--- src/rtl/hilo_pkg.sv ---
// Shared encodings for the HI/LO multiply/divide controller.
package hilo_pkg;

    // Operation encodings as presented on the op input.
    localparam logic [1:0] OP_MULT  = 2'b00;
    localparam logic [1:0] OP_MULTU = 2'b01;
    localparam logic [1:0] OP_DIV   = 2'b10;
    localparam logic [1:0] OP_DIVU  = 2'b11;

    typedef enum logic [1:0] {
        ST_IDLE = 2'b00,
        ST_RUN  = 2'b01,
        ST_FIX  = 2'b10
    } state_e;

    // Iteration counter must hold values 0..xlen.
    function automatic int cnt_width(input int xlen);
        return $clog2(xlen) + 1;
    endfunction

endpackage

--- src/rtl/hilo_iter_core.sv ---
// Iterative datapath: 2*XLEN accumulator doing one shift-add (multiply)
// or one restoring-subtract (divide) step per enabled cycle on magnitudes.
module hilo_iter_core #(
    parameter int XLEN = 32
) (
    input  logic              clk,
    input  logic              reset,
    input  logic              load,
    input  logic              step,
    input  logic              div_mode,
    input  logic [XLEN-1:0]   a,
    input  logic [XLEN-1:0]   b,
    output logic [2*XLEN-1:0] acc
);

    logic [2*XLEN-1:0] acc_q, acc_d;
    logic [XLEN-1:0]   b_q;

    logic [XLEN:0]     mul_sum;
    logic [XLEN:0]     div_rem;
    logic [XLEN:0]     div_diff;

    // Multiply: low half holds remaining multiplier bits, high half the partial
    // product; carry of the add is kept by shifting the XLEN+1 bit sum in.
    // Divide: high half is the partial remainder, low half shifts dividend
    // bits out and quotient bits in. The remainder stays below the divisor,
    // so the XLEN+1 bit difference never overflows into its sign bit.
    always_comb begin
        acc_d    = acc_q;
        mul_sum  = {1'b0, acc_q[2*XLEN-1:XLEN]} + {1'b0, b_q};
        div_rem  = acc_q[2*XLEN-1:XLEN-1];
        div_diff = div_rem - {1'b0, b_q};
        if (div_mode) begin
            if (div_diff[XLEN])
                acc_d = {acc_q[2*XLEN-2:0], 1'b0};
            else
                acc_d = {div_diff[XLEN-1:0], acc_q[XLEN-2:0], 1'b1};
        end else begin
            if (acc_q[0])
                acc_d = {mul_sum, acc_q[XLEN-1:1]};
            else
                acc_d = {1'b0, acc_q[2*XLEN-1:1]};
        end
    end

    // Accumulator and operand register; load has priority over step.
    always_ff @(posedge clk) begin
        if (reset) begin
            acc_q <= '0;
            b_q   <= '0;
        end else if (load) begin
            acc_q <= {{XLEN{1'b0}}, a};
            b_q   <= b;
        end else if (step) begin
            acc_q <= acc_d;
        end
    end

    assign acc = acc_q;

endmodule

--- src/rtl/hilo_muldiv_ctrl.sv ---
// HI/LO register pair with an iterative MULT/MULTU/DIV/DIVU sequencer and
// the front-end stall for consumers of HI/LO while the unit is busy.
module hilo_muldiv_ctrl
    import hilo_pkg::*;
#(
    parameter int         XLEN  = 32,
    parameter logic [2:0] SI_HI = 3'b010,
    parameter logic [2:0] SI_LO = 3'b011
) (
    input  logic            clk,
    input  logic            reset,
    input  logic            start,
    input  logic [1:0]      op,
    input  logic [XLEN-1:0] rs_val,
    input  logic [XLEN-1:0] rt_val,
    input  logic            mthi,
    input  logic            mtlo,
    input  logic [XLEN-1:0] wdata,
    input  logic [2:0]      si,
    output logic [XLEN-1:0] hi,
    output logic [XLEN-1:0] lo,
    output logic            busy,
    output logic            done,
    output logic            stall
);

    localparam int CNT_W = cnt_width(XLEN);

    state_e            state_q, state_d;
    logic [CNT_W-1:0]  cnt_q, cnt_d;
    logic              div_q, div_d;
    logic              negq_q, negq_d;   // negate product / quotient
    logic              negr_q, negr_d;   // negate remainder (dividend sign)
    logic              dz_q, dz_d;
    logic [XLEN-1:0]   hi_q, hi_d;
    logic [XLEN-1:0]   lo_q, lo_d;
    logic              done_q, done_d;

    logic              core_load, core_step;
    logic [2*XLEN-1:0] core_acc;
    logic              rs_neg, rt_neg;
    logic [XLEN-1:0]   rs_abs, rt_abs;
    logic [2*XLEN-1:0] prod_neg;
    logic [XLEN-1:0]   quo, rem;

    // Only the signed ops (low op bit clear) take magnitudes.
    assign rs_neg   = ~op[0] & rs_val[XLEN-1];
    assign rt_neg   = ~op[0] & rt_val[XLEN-1];
    assign rs_abs   = rs_neg ? -rs_val : rs_val;
    assign rt_abs   = rt_neg ? -rt_val : rt_val;
    assign prod_neg = -core_acc;
    assign quo      = core_acc[XLEN-1:0];
    assign rem      = core_acc[2*XLEN-1:XLEN];

    hilo_iter_core #(.XLEN(XLEN)) u_core (
        .clk      (clk),
        .reset    (reset),
        .load     (core_load),
        .step     (core_step),
        .div_mode (div_q),
        .a        (rs_abs),
        .b        (rt_abs),
        .acc      (core_acc)
    );

    // Next state, datapath control and HI/LO update.
    always_comb begin
        state_d   = state_q;
        cnt_d     = cnt_q;
        div_d     = div_q;
        negq_d    = negq_q;
        negr_d    = negr_q;
        dz_d      = dz_q;
        hi_d      = hi_q;
        lo_d      = lo_q;
        done_d    = 1'b0;
        core_load = 1'b0;
        core_step = 1'b0;
        case (state_q)
            ST_IDLE: begin
                if (start) begin
                    // start wins over a simultaneous MTHI/MTLO
                    core_load = 1'b1;
                    state_d   = ST_RUN;
                    cnt_d     = '0;
                    div_d     = op[1];
                    negq_d    = rs_neg ^ rt_neg;
                    negr_d    = rs_neg;
                    dz_d      = op[1] & (rt_val == '0);
                end else begin
                    if (mthi) hi_d = wdata;
                    if (mtlo) lo_d = wdata;
                end
            end
            ST_RUN: begin
                core_step = 1'b1;
                cnt_d     = cnt_q + 1'b1;
                if (cnt_q == CNT_W'(XLEN - 1))
                    state_d = ST_FIX;
            end
            ST_FIX: begin
                state_d = ST_IDLE;
                done_d  = 1'b1;
                if (div_q) begin
                    // divide-by-zero: remainder path already yields rs_val
                    lo_d = dz_q ? '1 : (negq_q ? -quo : quo);
                    hi_d = negr_q ? -rem : rem;
                end else begin
                    {hi_d, lo_d} = negq_q ? prod_neg : core_acc;
                end
            end
            default: state_d = ST_IDLE;
        endcase
    end

    // FSM state register.
    always_ff @(posedge clk) begin
        if (reset) state_q <= ST_IDLE;
        else       state_q <= state_d;
    end

    // Operation context, HI/LO and done pulse.
    always_ff @(posedge clk) begin
        if (reset) begin
            cnt_q  <= '0;
            div_q  <= 1'b0;
            negq_q <= 1'b0;
            negr_q <= 1'b0;
            dz_q   <= 1'b0;
            hi_q   <= '0;
            lo_q   <= '0;
            done_q <= 1'b0;
        end else begin
            cnt_q  <= cnt_d;
            div_q  <= div_d;
            negq_q <= negq_d;
            negr_q <= negr_d;
            dz_q   <= dz_d;
            hi_q   <= hi_d;
            lo_q   <= lo_d;
            done_q <= done_d;
        end
    end

    assign busy  = (state_q != ST_IDLE);
    assign stall = busy & ((si == SI_HI) | (si == SI_LO) | start | mthi | mtlo);
    assign hi    = hi_q;
    assign lo    = lo_q;
    assign done  = done_q;

endmodule
--- config.mk ---
export PLATFORM = sky130hd
export DESIGN_NAME = hilo_muldiv_ctrl
export DESIGN_NICKNAME = d
export VERILOG_FILES = /design/src/rtl/hilo_pkg.sv /design/src/rtl/hilo_iter_core.sv /design/src/rtl/hilo_muldiv_ctrl.sv
export SDC_FILE = /design/constraint.sdc
export NUM_CORES = 1
export LEC_CHECK = 0
export BUFFER_PORTS_ARGS = -buffer_cell sky130_fd_sc_hd__buf_2
export CAP_MARGIN = 20
export CORE_MARGIN = 1.5
export CORE_UTILIZATION = 35
export DETAILED_ROUTE_END_ITERATION = 7
export RECOVER_POWER = 25
export SLEW_MARGIN = 20
export SYNTH_ARGS = -nofsm -noshare
export SYNTH_HDL_FRONTEND = slang
export SYNTH_SLANG_ARGS = --single-unit
--- constraint.sdc ---
create_clock -name clk -period 8.97 [get_ports clk]
set_input_delay 1.3455 -clock clk [delete_from_list [all_inputs] [get_ports clk]]
set_output_delay 1.3455 -clock clk [all_outputs]
set_load 0.005 [all_outputs]
After elaboration in Yosys (flattened, before gate mapping) --
Cells that the tools add are included.
Storage, ports and cells: register bits 173, input port bits 106, output and inout port bits 67, word-level logic and storage cells 80
Cells by class: add/subtract/negate cells 8, eq/ne operators 10, muxes and demuxes 28, bitwise logic cells 10, reduce and logical (&&, ||, !) cells 12
Operator list (count):
- 32-bit two-way mux | 13
- 64-bit two-way mux | 4
- 32-bit negator | 4
- 32-bit one-hot mux with 2 select lines | 2
- 64-bit negator | 1
- 32-bit by 32-bit adder with 33-bit output | 1
- 33-bit by 32-bit subtractor with 33-bit output | 1
- 32-bit zero test | 1
- 6-bit one-hot mux with 2 select lines | 1
- 2-bit != test, second input constant | 5
- 2-bit nonzero test | 4
- 6-bit by 1-bit adder with 6-bit output, second input constant | 1
- 3-bit by 2-bit equality test with 1-bit output, second input constant | 2
- 6-bit by 5-bit equality test with 1-bit output, second input constant | 1
- 6-bit two-way mux | 1
- 2-bit AND reduction | 3
- 3-bit AND reduction | 2
- 1-bit AND | 4
- 1-bit two-way mux | 4
- 2-bit two-way mux | 2
- 1-bit OR | 4
- 2-bit one-hot mux with 2 select lines | 1
- 2-bit by 1-bit equality test with 1-bit output, second input constant | 1
- 2-bit equality test, second input constant | 1
- 4 further kinds | 4

Logic depth before layout (Yosys ltp) --
Gate-level depths: netlist (run 1).
word-level depth 6, mapped depth 16, gate-level depth less buffers 13

Cells and area by module --
A second synthesis (run 1) with hierarchy kept.
Second synthesis, totals: cells, all modules 1939, area total of the unflattened synthesis 14559.0 µm²
By module, submodules not included:
- hilo_iter_core | times used 1, cells each 1025, area each 8006.4 µm², seq. area each 1921.8 µm²
- hilo_muldiv_ctrl | times used 1, cells each 914, area each 6552.5 µm², seq. area each 1541.5 µm²

Worst setup path before layout (run 1) --
OpenSTA, ideal clock, no wires.
kind input-to-reg, start point in rs_val[4], end point reg u_core.acc_q[29] (netlist: u_core.acc[29]), library setup time 0.086 ns, data arrival time 4.109 ns, required time 8.884 ns, path slack 4.776 ns, cell stages on the path 10, path buffers 0, cell sequence or3_1 -> or3_4 -> or3b_4 -> or3_4 -> nor3b_4 -> nand2_2 -> or4_4 -> o41ai_2 -> xor2_1 -> a211oi_1
Between the ends: cells in the longest elaborated chain, start to end 3
Ends and longest elaborated chain:
- start: declaration | RTL line hilo_muldiv_ctrl.sv:14 | input logic [XLEN-1:0] rs_val,
- 32-bit negator | RTL line hilo_muldiv_ctrl.sv:49 | assign rs_abs = rs_neg ? -rs_val : rs_val;
- 32-bit two-way mux | RTL line hilo_muldiv_ctrl.sv:49
- 32-bit two-way mux | RTL line hilo_iter_core.sv:51 | end else if (load) begin
- end signal: assignment | RTL line hilo_iter_core.sv:52 | acc_q <= {{XLEN{1'b0}}, a};
- end: declaration | RTL line hilo_iter_core.sv:16 | logic [2*XLEN-1:0] acc_q, acc_d;
No other way between the ends. A chain may end at the register's enable or synchronous reset.

Worst setup path in the final report (run 1) --
start point in reset, end point reg u_core.acc_q[35] (netlist: u_core.acc[35])
Between the ends: cells in the longest elaborated chain, start to end 1
Ends and longest elaborated chain:
- start: declaration | RTL line hilo_muldiv_ctrl.sv:11 | input logic reset,
- 2-bit OR reduction (no source line)
No other way between the ends.

==> flow_metrics.py, run 1 <==
metrics = {
    "run_status": {
        "status": "complete, but fails checks",
        "violations": "capacitance limit, slew limit",
    },
    "global_route": {
        "grt_start_max_net_pins": 85,
        "antenna_found_initial": 0,
        "grt_overflow_total": 0,
        "grt_pass1_vias": 13500,
        "grt_util_all_layers_pct": 22.8,
        "grt_pass1_wl_um": 75200,
    },
    "pwr": {
        "power_density_nw_per_um2": 144,
        "leakagePower_nw": 6.09,
        "ir_drop_v": 0.0000952,
        "finalPower_mw": 2.28,
    },
    "setup_path": {
        "start_kind": "input pin",
        "path_max_fanout": 70,
        "critPathTopFamily": "buffers and inverters",
        "reg2reg_to": "u_core.acc[61]$_SDFFE_PP0P_",
        "crit_required_ns": 9.31,
        "cpMaxStageDelayCell": "clkbuf_1",
        "crit_path_end_kind": "register",
        "crit_top_cell": "buf_4",
        "rrSetupSlack_ns": 4.34,
        "crit_arrival_ns": 5.39,
        "path_buf_inv": 3,
        "r2r_start": "u_core.acc[32]$_SDFFE_PP0P_",
        "crit_chain": "clkbuf_1 -> buf_4 -> nor2_1 -> buf_4 -> nand2_1 -> a211oi_1 -> a31o_2",
        "cpPeakStageDelay_ns": 1.85,
        "reg2regPathDepth": 12,
        "critPathKind": "in -> reg",
    },
    "yosys": {
        "synthTopCellsByArea": "dfxtp_1 25%, ha_1 6.1%, a211oi_1 6.0%, a21oi_1 5.9%, xnor2_1 5.4%",
        "ys_seq_elements": 173,
        "yosysMostFrequentCell": "nor2_1",
        "yosysTopAreaCell": "dfxtp_1",
        "async_flop_share_pct": 0,
        "ys_warn_count": 0,
        "synth_commonest_cells": "188 x nor2_1, 181 x nand2_1, 173 x dfxtp_1, 166 x a21oi_1, 126 x o21ai_0",
        "yosysSeqAreaShare_pct": 24.6,
        "synth_flop_cell": "dfxtp_1",
        "synth_top_area_share_pct": 24.6,
        "syn_avg_cell_area_um2": 7.49,
        "syn-num-nets": 2060,
        "post_synth_num_cell_types": 69,
        "syn_area_um2": 14100,
        "synth_cells": 1883,
        "synth-edff-count": 0,
    },
    "sta": {
        "finalSetupTns_ns": 0,
        "hold_viol": 0,
        "fmax_mhz": 198,
        "slew_violations": 60,
        "timing.final.crit_share_pct": 56.3,
        "skew_ns": 0.0139,
        "setup_violations": 0,
        "post-route-min-period_ns": 5.05,
        "worst_pin_slew_ns": 2.67,
        "maxSlewHeadroom_pct": -78.2,
        "rsz0062_at_grt": "no",
    },
    "clock_network": {
        "clock_sinks": 173,
        "cts_setup_buffers": 0,
        "clk_pin_slew_ns": 0.07,
        "cts_resized": 0,
        "cts_max_level": 4,
        "clkLatencyLatePin_ns": 0.45,
        "clockBufferDepth": 2,
        "cts_made_buffers": 17,
        "hold_buffers": 0,
        "cts-root-buf": "clkbuf_16",
        "cts_tree": "done",
    },
    "worst_hold_path": {
        "worstHoldStart": "lo[4]$_SDFFE_PP0P_",
        "whs_path_depth": 2,
        "min_to": "lo[4]$_SDFFE_PP0P_",
        "min_path_type": "reg -> reg",
    },
    "final_layout": {
        "finalInstanceArea_um2": 15800,
        "final_net_count": 2133,
        "register_area_um2": 3470,
        "instances_no_fill": 2493,
        "n_antenna_cell": 0,
        "nFillCells": 4162,
        "finish.utilization_pct": 39.7,
        "drive_above_1_share_pct": 11.9,
        "areaGrowthSynthToFinish_pct": 11.8,
        "multi_input_area_um2": 9950,
    },
    "die": {
        "die_h_um": 204,
        "rows": 73,
        "die-area_um2": 41500,
        "io_pins": 173,
        "die_x_um": 204,
        "core_um2": 39700,
        "start_util_pct": 35.5,
    },
    "run": {
        "drv_cap": 1,
    },
    "detailed_routing": {
        "antenna_left": 0,
        "avgRoutedWirePerCell_um": 19.3,
        "num_vias": 14300,
        "drtIter0Drc": 1117,
        "drc": 0,
        "wirelength_um": 48000,
        "firstDrtPassIters": 6,
        "viasPerCell": 5.75,
    },
    "placed_design": {
        "port_buffers": 171,
        "placedCellCount": 2462,
        "dp_hpwl_um": 37000,
        "place.gp.congestion": 0.940,
        "place_area_um2": 15300,
    },
}
## per-layer routing
| metal | GRT usage (%) | up-vias | share of wire (%) |
|---|---|---|---|
| li1 | - | 7089 | - |
| met1 | 31.1 | 6800 | 46 |
| met2 | 36.7 | 378 | 46 |
| met3 | 3.28 | 75 | 5.0 |
| met4 | 7.96 | 0 | 2.8 |
| met5 | 0 | - | 0 |
## power breakdown
| part | leakage, nW | internal (mW) | switching, mW |
|---|---|---|---|
| Combinational | 4.42 | 0.265 | 0.401 |
| Clock | 0.257 | 0.360 | 0.361 |
| Sequential | 1.42 | 0.816 | 0.0730 |
| Total | 6.09 | 1.44 | 0.835 |
## worst max-delay path by stage
stage                                        endpoint                         from  depth (start not counted)
after floorplan           u_core.acc[29]$_SDFFE_PP0P_                    rs_val[4]                         10
after global placement    u_core.b_q[29]$_SDFFE_PP0P_                    rt_val[4]                         10
after detailed placement  u_core.b_q[29]$_SDFFE_PP0P_                    rt_val[4]                         10
after CTS                 u_core.acc[61]$_SDFFE_PP0P_  u_core.acc[32]$_SDFFE_PP0P_                         12
after global routing      u_core.acc[35]$_SDFFE_PP0P_                        reset                          7
final                     u_core.acc[35]$_SDFFE_PP0P_                        reset                          7
## per-stage QoR
stage               worst slack (ns)  hold slack (ns)
finish                          3.92            0.450
global route                    3.58            0.471
CTS                             4.36            0.452
detailed placement              4.23            0.438
global placement                4.29            0.432
floorplan                       4.78            0.444
## placed cells by master (no fill, tap or decap), types with 56 or more instances in the layout
| cell | n |
|---|---|
| inv_1 | 56 |
| xnor2_1 | 87 |
| buf_2 | 131 |
| xor2_1 | 78 |
| a21oi_1 | 166 |
| o21ai_0 | 126 |
| nand2_1 | 181 |
| nor2_1 | 187 |
| dfxtp_1 | 172 |
| a211oi_1 | 112 |
| ha_1 | 69 |
## worst min-delay path, delay by kind of cell, from the launching register on
family	cells	cell delay (ns)
DFF	1	0.31
and+or+nand+nor	1	0.05
AOI/OAI and AO/OA	1	0.05
## final cells by class
type	count	area share, %
clock buffers	18	2.72
clock inverters	13	0.683
inverters	57	1.36
multi-input cells	1519	63.1
flip-flops and latches	173	22.0
well taps	525	4.17
repair buffers	188	5.92
## kinds of logic (layout without fill, tap and decap cells)
group / Yosys count / count (layout) / synth area share (%)
buf+inv: 191 / 276 / 5.11
simple gates: 582 / 582 / 19.4
xor+xnor: 165 / 165 / 10.2
fa+ha+maj: 71 / 71 / 6.41
compound gates: 636 / 636 / 29.6
flops: 173 / 173 / 24.6
mux: 65 / 65 / 4.71
## sequential cells by signal, summed over array words and instances, names as in the netlist
register / flops
negq_q: 1
div_q: 1
hi: 32
cnt_q: 6
lo: 32
dz_q: 1
u_core.b_q: 32
state_q: 2
done: 1
u_core.acc: 64
negr_q: 1
Note: power is estimated with default switching activity, not from simulation.
==> run 2, diff against run 1 <==
Clock period 8.97 ns to 4.1 ns, I/O delays scaled along.
==> run 2 against run 1 <==
The flow now finishes without violations. Critical path depth rose by 8. Setup slack worse by 3.6 ns. Highest routed layer unchanged. Combinational power up 130%. Global-route usage is 0.44 points higher. Critical endpoint is now u_core.acc[61]$_SDFFE_PP0P_. Sequential power grew 120%. Wire length up 1.9%. Final cell count grew 2.1%. Sequential share of layout area decreased by 0.64 points. Register-to-register slack worse by 4.1 ns. Clock power up 140%. Hold slack worse by 0.010 ns.
==> flow_metrics.py, run 2 (synthesis results as in run 1) <==
metrics = {
    "final_layout": {
        "drive_above_1_share_pct": 14.3,
        "final_net_count": 2187,
        "areaGrowthSynthToFinish_pct": 15.1,
        "layout_common_cells": "187 x nor2_1, 181 x nand2_1, 172 x dfxtp_1",
        "nFillCells": 4119,
        "finalInstanceArea_um2": 16200,
        "n_antenna_cell": 0,
        "largest_reg_flops": 64,
        "final_common_cell": "nor2_1",
        "instances_no_fill": 2546,
    },
    "sta": {
        "worst_pin_slew_ns": 1.07,
        "hold_viol": 0,
        "setup_violations": 0,
        "skew_ns": 0.0178,
        "maxSlewHeadroom_pct": 27.6,
        "timing.final.crit_share_pct": 93.1,
        "post-route-min-period_ns": 3.82,
        "setup_slack_ns": 0.282,
        "finalSetupTns_ns": 0,
        "fmax_mhz": 262,
        "slew_violations": 0,
        "rsz0062_at_grt": "no",
    },
    "placed_design": {
        "placedCellCount": 2516,
        "pre_cts_slack_ns": 0.290,
        "place.gp.congestion": 0.966,
        "port_buffers": 171,
        "place_area_um2": 15700,
        "dp_hpwl_um": 38000,
    },
    "global_route": {
        "grt_start_max_net_pins": 67,
        "antenna_found_initial": 0,
        "grt_pass1_vias": 13900,
        "grt_overflow_total": 0,
        "grt_util_all_layers_pct": 23.3,
        "grt_pass1_wl_um": 76300,
    },
    "setup_path": {
        "crit_arrival_ns": 4.16,
        "start_kind": "register",
        "reg2regPathDepth": 15,
        "cp_num_cells": 15,
        "critPathKind": "reg -> reg",
        "critPathCapture": "u_core.acc[61]$_SDFFE_PP0P_",
        "critPathLaunch": "u_core.acc[32]$_SDFFE_PP0P_",
        "crit_required_ns": 4.44,
        "rrSetupSlack_ns": 0.28,
        "cpPeakStageDelay_ns": 0.46,
        "crit_path_end_kind": "register",
        "reg2reg_to": "u_core.acc[61]$_SDFFE_PP0P_",
        "crit_chain": "ha_1 -> fa_1 -> a211oi_2 -> o21ai_0 -> a21oi_1 -> buf_4 -> o21ai_0 -> a2111oi_1 -> buf_4 -> o21ai_0 -> buf_4 -> a41oi_1 -> mux2_2 -> a31oi_1 -> nor2_1",
        "path_max_fanout": 5,
        "path_buf_inv": 3,
        "r2r_start": "u_core.acc[32]$_SDFFE_PP0P_",
        "critPathTopFamily": "compound AO/OA/AOI/OAI gates",
        "cpMaxStageDelayCell": "a2111oi_1",
    },
    "detailed_routing": {
        "drc": 0,
        "num_vias": 14600,
        "drtIter0Drc": 1173,
        "wirelength_um": 49000,
        "firstDrtPassIters": 5,
        "avgRoutedWirePerCell_um": 19.2,
        "viasPerCell": 5.73,
        "antenna_left": 0,
    },
    "clock_network": {
        "cts_made_buffers": 17,
        "clk_pin_slew_ns": 0.07,
        "cts_setup_buffers": 0,
        "clockBufferDepth": 2,
        "clock_sinks": 173,
        "cts-root-buf": "clkbuf_16",
        "clkLatencyLatePin_ns": 0.45,
        "cts_tree": "done",
        "cts_resized": 0,
        "cts_max_level": 4,
        "hold_buffers": 0,
    },
    "die": {
        "core_um2": 39700,
        "io_pins": 173,
        "start_util_pct": 35.5,
        "die_x_um": 204,
        "rows": 73,
        "die_h_um": 204,
        "die-area_um2": 41500,
    },
    "run_status": {
        "status": "finished clean",
    },
    "run": {
        "drv_cap": 0,
    },
    "pwr": {
        "ir_drop_v": 0.000258,
        "leakagePower_nw": 6.41,
        "power_density_nw_per_um2": 318,
    },
    "worst_hold_path": {
        "min_path_type": "in -> reg",
    },
}
## run 2: cell type report
type	instances	area [um2]	area share, %
clock inverter	12	148	0.909
timing repair buffer	242	1360	8.35
inverter	57	214	1.32
sequential	173	3470	21.4
multi-input combinational	1519	9950	61.3
clock buffer	18	439	2.71
tap	525	657	4.05
## run 2: how the worst min path moves through the flow
stage,start,endpoint,slack (ns),cells after the start
after floorplan,hi[17]$_SDFFE_PP0P_,hi[17]$_SDFFE_PP0P_,0.44,2
final,wdata[8],hi[8]$_SDFFE_PP0P_,0.44,3
after CTS,wdata[31],hi[31]$_SDFFE_PP0P_,0.43,3
after global routing,wdata[4],hi[4]$_SDFFE_PP0P_,0.45,3
after detailed placement,lo[4]$_SDFFE_PP0P_,lo[4]$_SDFFE_PP0P_,0.44,2
after global placement,hi[7]$_SDFFE_PP0P_,hi[7]$_SDFFE_PP0P_,0.43,2
## run 2: report_power, final
group / total (mW) / switching, mW / internal (mW)
Clock: 1.70 / 0.774 / 0.927
Sequential: 1.92 / 0.132 / 1.78
Combinational: 1.54 / 0.926 / 0.617
## run 2: layer usage
metal	vias to the layer above	GRT usage (%)	wire length [um]	part of all wire (%)
met4	0	8.44	1440	2.9
met3	84	3.91	2940	6.0
met1	6856	31.0	22200	45
li1	7186	-	-	-
met5	-	0	0	0
met2	474	37.6	22300	46
## run 2: through the flow
stage	utilization, %	total power, mW	hold slack [ns]
after floorplan	-	2.97	0.444
after global placement	39.5	3.46	0.435
after detailed placement	39.5	3.48	0.443
after CTS	41.0	5.18	0.428
after global routing	40.9	5.43	0.450
final	40.9	5.16	0.440
## run 2: worst min-delay path, cell delays in order
cell and delay [ns]:
buf_2 0.11, nand2_1 0.05, a311oi_1 0.07
==> run 3, diff against run 2 <==
Settings changed: CAP_MARGIN 20 to default, CTS_BUF_LIST from default to sky130_fd_sc_hd__clkbuf_16.
==> run 3 against run 2 <==
Register-to-register slack about the same. Critical endpoint unchanged. Clock skew down 0.00056 ns. Non-clock buffer count unchanged. Power down 0.31%. Sequential power about the same. Critical path type unchanged. Highest routed layer unchanged. Fmax about the same.
==> flow_metrics.py, run 3 (synthesis results as in run 1) <==
metrics = {
    "pwr": {
        "power_density_nw_per_um2": 317,
        "pwr-share-comb_pct": 30.0,
        "p_switching_mw": 1.83,
        "ir_drop_v": 0.000260,
        "swShare_pct": 35.7,
        "power.internal_mw": 3.31,
        "pwr-share-seq_pct": 37.2,
        "leakagePower_nw": 6.41,
        "clkPwrFrac_pct": 32.8,
        "finalPower_mw": 5.14,
    },
    "detailed_routing": {
        "drtIter0Drc": 1175,
        "num_vias": 14600,
        "drc": 0,
        "avgRoutedWirePerCell_um": 19.2,
        "viasPerCell": 5.74,
        "wirelength_um": 49000,
        "antenna_left": 0,
        "firstDrtPassIters": 8,
    },
    "sta": {
        "slew_violations": 0,
        "skew_ns": 0.0172,
        "rsz0062_at_grt": "no",
        "hold_viol": 0,
        "worst_pin_slew_ns": 1.11,
        "fmax_mhz": 262,
        "post-route-min-period_ns": 3.82,
        "timing.final.crit_share_pct": 93.2,
        "finalSetupTns_ns": 0,
        "maxSlewHeadroom_pct": 25.4,
        "setup_violations": 0,
        "holdWs_ns": 0.439,
    },
    "setup_path": {
        "path_max_fanout": 5,
        "crit_required_ns": 4.44,
        "crit_arrival_ns": 4.16,
        "crit_path_end_kind": "register",
        "reg2reg_to": "u_core.acc[61]$_SDFFE_PP0P_",
        "rrSetupSlack_ns": 0.28,
        "reg2regPathDepth": 15,
        "r2r_start": "u_core.acc[32]$_SDFFE_PP0P_",
        "critPathKind": "reg -> reg",
        "start_kind": "register",
    },
    "global_route": {
        "grt_pass1_vias": 13900,
        "grt_util_all_layers_pct": 23.3,
        "grt_start_max_net_pins": 67,
        "grt_pass1_wl_um": 76300,
        "grt_overflow_total": 0,
        "antenna_found_initial": 0,
    },
    "placed_design": {
        "port_buffers": 171,
        "place_area_um2": 15700,
        "place.gp.congestion": 0.966,
        "dp_hpwl_um": 38000,
        "placedCellCount": 2516,
    },
    "final_layout": {
        "final_net_count": 2187,
        "final_common_cell": "nor2_1",
        "instances_no_fill": 2546,
        "n_antenna_cell": 0,
        "layout_common_cells": "187 x nor2_1, 181 x nand2_1, 172 x dfxtp_1",
        "finalInstanceArea_um2": 16200,
        "largest_reg_flops": 64,
        "areaGrowthSynthToFinish_pct": 15.1,
        "drive_above_1_share_pct": 14.3,
    },
    "die": {
        "rows": 73,
        "die_x_um": 204,
        "start_util_pct": 35.5,
        "die-area_um2": 41500,
        "core_um2": 39700,
        "die_h_um": 204,
        "io_pins": 173,
    },
    "clock_network": {
        "cts_resized": 0,
        "clock_sinks": 173,
        "hold_buffers": 0,
        "cts_made_buffers": 17,
        "clkLatencyLatePin_ns": 0.45,
        "cts_max_level": 4,
        "cts_tree": "done",
        "cts-root-buf": "clkbuf_16",
        "cts_setup_buffers": 0,
        "clockBufferDepth": 2,
        "clk_pin_slew_ns": 0.07,
    },
    "worst_hold_path": {
        "worstHoldStart": "wdata[8]",
        "min_to": "hi[8]$_SDFFE_PP0P_",
        "whs_path_depth": 3,
        "min_path_type": "in -> reg",
    },
    "run_status": {
        "status": "finished clean",
    },
    "run": {
        "drv_cap": 0,
    },
}
==> run 3: changes by cell type in the layout (fill, tap and decap cells not counted), sizes merged <==
cell	previous run	this run
clkinv	2	3
clkbuf	57	56
==> run 3: cell type report <==
class	instances	area, um2
clock buffer	17	425
clock inverter	13	151
fill	4119	23500
inverter	57	214
multi-input combinational	1519	9950
sequential	173	3470
tap	525	657
timing repair buffer	242	1360
==> run 3: metal layers <==
metal  up-vias  part of all wire [%]  track usage, %
li1       7188                     -               -
met1      6884                    45            31.1
met3        82                   6.1            3.80
met2       460                    46            37.6
met5         -                     0               0
met4         0                   2.9            8.41
==> run 3: critical path: stages, from the launching register on <==
cell and delay (ns):
dfxtp_1 0.31, ha_1 0.22, fa_1 0.44, a211oi_2 0.29
o21ai_0 0.18, a21oi_1 0.16, buf_4 0.14, o21ai_0 0.18
a2111oi_1 0.47, buf_4 0.19, o21ai_0 0.08, buf_4 0.16
a41oi_1 0.33, mux2_2 0.38, a31oi_1 0.14, nor2_1 0.06
==> run 3: power groups by stage <==
stage	Combinational (mW)	Sequential (mW)	Clock, mW
after floorplan	1.08	1.90	0
after global placement	1.51	1.95	0
after detailed placement	1.53	1.95	0
after CTS	1.53	1.91	1.71
after global routing	1.70	1.93	1.78
final	1.54	1.92	1.69
==> run 3: worst max path at each step <==
stage                                           start  slack, ns                           to  cells past startpoint
after floorplan           u_core.acc[31]$_SDFFE_PP0P_       0.61  u_core.acc[46]$_SDFFE_PP0P_                     15
after global placement    u_core.acc[32]$_SDFFE_PP0P_       0.31  u_core.acc[61]$_SDFFE_PP0P_                     15
after detailed placement  u_core.acc[32]$_SDFFE_PP0P_       0.29  u_core.acc[61]$_SDFFE_PP0P_                     15
after CTS                  u_core.b_q[0]$_SDFFE_PP0P_       0.26  u_core.acc[61]$_SDFFE_PP0P_                     15
after global routing      u_core.acc[32]$_SDFFE_PP0P_        0.1  u_core.acc[61]$_SDFFE_PP0P_                     15
final                     u_core.acc[32]$_SDFFE_PP0P_       0.28  u_core.acc[61]$_SDFFE_PP0P_                     15
==> run 3: through the flow <==
| stage | util [%] | setup WS [ns] |
|---|---|---|
| floorplan | - | 0.611 |
| global placement | 39.5 | 0.313 |
| detailed placement | 39.5 | 0.290 |
| CTS | 40.9 | 0.265 |
| global route | 40.8 | 0.0963 |
| finish | 40.8 | 0.281 |
